<file path="src/rtl/mem_access_ctrl.sv">
// Sequencer/arbiter for the shared MAR/MDR memory path: round-robin grant between
// fetch and data requesters, SRAM OE_N/WE_N timing with WAIT access cycles, one-cycle acks.
module mem_access_ctrl #(
  parameter int N    = 16,
  parameter int WAIT = 2
) (
  input  logic         Clk,
  input  logic         Reset,
  input  logic         fetch_req,
  input  logic [N-1:0] fetch_addr,
  input  logic         data_req,
  input  logic         data_we,
  input  logic [N-1:0] data_addr,
  input  logic [N-1:0] data_wdata,
  input  logic [N-1:0] Data_from_SRAM,
  output logic         LD_MAR,
  output logic [N-1:0] MAR_DIN,
  output logic         LD_MDR,
  output logic [N-1:0] MDR_DIN,
  output logic         OE_N,
  output logic         WE_N,
  output logic         fetch_ack,
  output logic         data_ack,
  output logic [N-1:0] rdata,
  output logic         busy,
  output logic [2:0]   state_o
);

  typedef enum logic [2:0] {
    S_IDLE    = 3'd0,
    S_LOAD    = 3'd1,
    S_ACCESS  = 3'd2,
    S_CAPTURE = 3'd3,
    S_DONE    = 3'd4
  } state_t;

  state_t       state_q, state_d;
  logic [3:0]   cnt_q, cnt_d;
  logic         last_q, last_d;   // 1 = data requester was granted last
  logic         id_q, id_d;       // 1 = current owner is the data requester
  logic         we_q, we_d;
  logic [N-1:0] addr_q, addr_d;
  logic [N-1:0] wdata_q, wdata_d;
  logic [N-1:0] rdata_q, rdata_d;
  logic         gnt_data;

  always_ff @(posedge Clk) begin
    if (!Reset) begin
      state_q <= S_IDLE;
      cnt_q   <= '0;
      last_q  <= 1'b1;
      id_q    <= 1'b0;
      we_q    <= 1'b0;
      addr_q  <= '0;
      wdata_q <= '0;
      rdata_q <= '0;
    end else begin
      state_q <= state_d;
      cnt_q   <= cnt_d;
      last_q  <= last_d;
      id_q    <= id_d;
      we_q    <= we_d;
      addr_q  <= addr_d;
      wdata_q <= wdata_d;
      rdata_q <= rdata_d;
    end
  end

  // Next state; request inputs are only looked at in IDLE, so later changes are ignored.
  always_comb begin
    state_d  = state_q;
    cnt_d    = cnt_q;
    last_d   = last_q;
    id_d     = id_q;
    we_d     = we_q;
    addr_d   = addr_q;
    wdata_d  = wdata_q;
    rdata_d  = rdata_q;
    gnt_data = data_req && (!fetch_req || !last_q);
    case (state_q)
      S_IDLE: begin
        if (fetch_req || data_req) begin
          id_d    = gnt_data;
          last_d  = gnt_data;
          we_d    = gnt_data && data_we;
          addr_d  = gnt_data ? data_addr : fetch_addr;
          wdata_d = data_wdata;
          state_d = S_LOAD;
        end
      end
      S_LOAD: begin
        cnt_d   = '0;
        state_d = S_ACCESS;
      end
      S_ACCESS: begin
        if (cnt_q == 4'(WAIT - 1)) begin
          state_d = we_q ? S_DONE : S_CAPTURE;
        end else begin
          cnt_d = cnt_q + 4'd1;
        end
      end
      S_CAPTURE: begin
        rdata_d = Data_from_SRAM;
        state_d = S_DONE;
      end
      S_DONE:  state_d = S_IDLE;
      default: state_d = S_IDLE;
    endcase
  end

  always_comb begin
    LD_MAR    = 1'b0;
    MAR_DIN   = '0;
    LD_MDR    = 1'b0;
    MDR_DIN   = '0;
    OE_N      = 1'b1;
    WE_N      = 1'b1;
    fetch_ack = 1'b0;
    data_ack  = 1'b0;
    case (state_q)
      S_LOAD: begin
        LD_MAR  = 1'b1;
        MAR_DIN = addr_q;
        if (we_q) begin
          LD_MDR  = 1'b1;
          MDR_DIN = wdata_q;
        end
      end
      S_ACCESS: begin
        OE_N = we_q;
        WE_N = !we_q;
      end
      S_CAPTURE: begin
        OE_N    = 1'b0;
        LD_MDR  = 1'b1;
        MDR_DIN = Data_from_SRAM;
      end
      S_DONE: begin
        fetch_ack = !id_q;
        data_ack  = id_q;
      end
      default: ;
    endcase
  end

  assign rdata   = rdata_q;
  assign busy    = (state_q != S_IDLE);
  assign state_o = state_q;

endmodule

</file>
<file path="config.mk">
export PLATFORM = sky130hd
export DESIGN_NAME = mem_access_ctrl
export DESIGN_NICKNAME = d
export VERILOG_FILES = /design/src/rtl/mem_access_ctrl.sv
export SDC_FILE = /design/constraint.sdc
export NUM_CORES = 1
export LEC_CHECK = 0
export ABC_AREA = 1
export CORE_MARGIN = 2
export CORE_UTILIZATION = 43
export CTS_CLUSTER_DIAMETER = 100
export DETAILED_ROUTE_END_ITERATION = 10
export PLACE_DENSITY = 0.92
export SKIP_CTS_REPAIR_TIMING = 1
export SLEW_MARGIN = 20
export SYNTH_ARGS = -nofsm -noshare
export SYNTH_HDL_FRONTEND = slang
export SYNTH_SLANG_ARGS = --single-unit
export TNS_END_PERCENT = 30
</file>
<file path="constraint.sdc">
create_clock -name Clk -period 3.48 [get_ports Clk]
set_input_delay 0.348 -clock Clk [delete_from_list [all_inputs] [get_ports Clk]]
set_output_delay 0.348 -clock Clk [all_outputs]
set_load 0.01 [all_outputs]
</file>
==> run_results.csv <==
group,metric,value,unit
outcome,outcome,"complete, no violations",
min_path,hold_path_class,"reg2reg",
yosys,synth_warnings,0,
finish,layout.nets,602,
global_route,overflow,0,
timing,max_slew.worst_pin.slew,0.736,ns
routing,num_vias,3033,
worst_setup_path,required,3.13,ns
global_route,antenna_found_initial,0,
clock_tree,htreeDepth,3,
worst_setup_path,crit_type,"reg2out",
worst_setup_path,slowest_stage,"clkdlybuf4s50_1",
timing,holdWs,0.465,ns
placement,place_ws,1.04,ns
timing,slew_headroom,0.508,
timing,finalMaxSlewViolations,0,
die,die_y,83.6,um
global_route,grt_first_pass_wirelength,13200,um
worst_setup_path,critPathMaxStageDelay,0.56,ns
yosys,syn_avg_cell_area,6.58,um2
placement,port-buffer-count,126,
routing,final_antenna_net_count,0,
finish,diodes,0,
routing,wl,8030,um
yosys,synth_seq_cells,58,
global_route,grt_max_degree,37,
die,dieArea,0.00699,mm2
routing,drcViolationCount,0,
timing,fmax,351,MHz
finish,n_fill_cell,522,
pwr,leakage,1.62,nW
die,core.rowCount,29,
clock_tree,cts_max_path_buffers,2,
routing,drt-wirelength-per-cell,13.1,um
timing,fin_crit_sh,0.818,
worst_setup_path,cp-start-kind,"flop",
timing,hold_violations,0,
finish,area.growth.synth_to_final,53.9,%
worst_setup_path,path_cells,"nand3_1 -> buf_4 -> nor2_1 -> clkdlybuf4s50_1",
routing,drt-initial-drc-count,178,
placement,dp.final_hpwl,5910,um
finish,drive_above_1_share,0.0522,
yosys,synth.most_common_cell,"nand2_1",
yosys,synth_area,0.00273,mm2
global_route,grt.total_usage,0.229,
die,coreArea,0.00624,mm2
yosys,synth_cell_types,23,
die,pin_count,127,
die,initial_core_util,0.437,
yosys,synth_edf_count,0,
yosys,synthTopCellsByCount,"nand2_1 (181), dfxtp_1 (58), a21oi_1 (55), inv_1 (26), nor2_1 (26)",
yosys,ys_seq_area_frac,0.426,
pwr,power.density,639,mW/mm2
timing,period_minus_slack,2.85,ns
routing,dr.pass1.iters,5,
clock_tree,cts_root_buffer,"clkbuf_8",
worst_setup_path,critPathMaxFanout,20,
global_route,grt_pass1_vias,2975,
worst_setup_path,cp_data_arrival_time,2.50,ns
run,cap_violations,0,
timing,setup_ws,0.634,ns
clock_tree,cts_inserted_buffers,9,
yosys,syn-num-nets,485,
clock_tree,clock_latency,0.34,ns
yosys,synthFlopType,"dfxtp_1",
clock_tree,clkSinkCount,58,
routing,via_per_inst,4.95,
timing,rsz0062_at_grt,"no",
yosys,postSynth.asyncResetShare,0,
pwr,ir_worst_vdd,0.000359,V
timing,tns,0,ns
die,die_width,83.6,um
timing,fin_skew,0.00805,ns
yosys,netlist_instances,414,
placement,gp_congestion,0.888,
clock_tree,cts.clk_slew.worst_paths,0.08,ns
timing,setup_viol,0,
worst_setup_path,critPathCaptureType,"output pin",
yosys,synth_area_leaders,"dfxtp_1 (43%), nand2_1 (25%), a21oi_1 (10%)",
clock_tree,cts_tree,"done",
yosys,synth.top_cell.area_share,0.426,
yosys,yosysTopAreaCell,"dfxtp_1",
[routing by layer]
| metal | up-vias | GRT usage | part of all wire |
|---|---|---|---|
| met5 | - | 0 | 0 |
| met2 | 121 | 0.377 | 0.48 |
| met3 | 26 | 0.0524 | 0.060 |
| met4 | 0 | 0.135 | 0.035 |
| met1 | 1361 | 0.272 | 0.42 |
| li1 | 1525 | - | - |
[cell usage in the layout, fill, tap and decap left out]
| cell type | n |
|---|---|
| nand2_1 | 181 |
| clkdlybuf4s50_1 | 126 |
| dfxtp_1 | 58 |
| a21oi_1 | 55 |
| inv_1 | 26 |
| nor2_1 | 26 |
| o21ai_0 | 18 |
| nand3_1 | 9 |
| clkbuf_8 | 9 |
| inv_2 | 3 |
| nor2_4 | 2 |
| nand2_2 | 2 |
| nand4_1 | 2 |
| nor3_1 | 2 |
| clkinv_4 | 2 |
| ha_1 | 2 |
| bufinv_16 | 2 |
| inv_6 | 2 |
| clkinvlp_4 | 2 |
| buf_4 | 2 |
| xnor2_1 | 1 |
| a21boi_0 | 1 |
| inv_4 | 1 |
| clkinv_1 | 1 |
| nand2_8 | 1 |
[flip-flops by register name, summed over array words and instances (netlist names)]
signal   cells
addr_q      16
cnt_q        4
id_q         1
last_q       1
rdata       16
state_o      3
wdata_q     16
we_q         1
[cell type report]
| cell class | count | area, um2 | share of cell area |
|---|---|---|---|
| clock buffer | 9 | 124 | 0.0295 |
| clock inverter | 7 | 101 | 0.0242 |
| inverter | 32 | 128 | 0.0304 |
| multi-input combinational | 302 | 1310 | 0.312 |
| sequential | 58 | 1160 | 0.277 |
| tap | 77 | 96.3 | 0.0230 |
| timing repair buffer | 128 | 1280 | 0.304 |
[final timing paths]
path,end,slack [ns],startpoint,cells past startpoint
setup reg to reg,cnt_q[0]$_SDFFE_PN0P_,1.67,state_o[0]$_SDFFE_PN0P_,4
hold / removal,rdata[8]$_SDFFE_PN0N_,0.46,rdata[8]$_SDFFE_PN0N_,2
setup / recovery,MAR_DIN[3],0.63,state_o[0]$_SDFFE_PN0P_,4
hold reg to reg,rdata[8]$_SDFFE_PN0N_,0.46,rdata[8]$_SDFFE_PN0N_,2
[report_power, final]
part | internal [mW] | switching, mW
Sequential | 0.803 | 0.104
Combinational | 0.433 | 0.646
Clock | 0.409 | 0.285
Total | 1.64 | 1.03
[critical path, delay by kind of cell, from the launching register on]
kind	cells	cell delay (ns)
DFF	1	0.47
buffers and inverters	2	1.00
and+or+nand+nor	2	0.69
[through the flow]
step           instance area (um2)   util  cells  total power [mW]
2_1_floorplan                 2730      -    414              1.63
3_3_place_gp                  3970  0.636    597              1.95
4_1_cts                       4190  0.672    613              2.69
6_report                      4190  0.672    613              2.68
3_5_place_dp                  3970  0.636    597              2.00
5_1_grt                       4190  0.672    613              2.86
[cells by family after synthesis]
kind of cell	share of synthesized area
buffers and inverters	0.0946
AOI/OAI and AO/OA	0.137
DFF	0.426
and+or+nand+nor	0.330
adders and majority gates	0.00918
xor gates and xnor gates	0.00321
No activity file was read; power rests on OpenSTA's default activity.
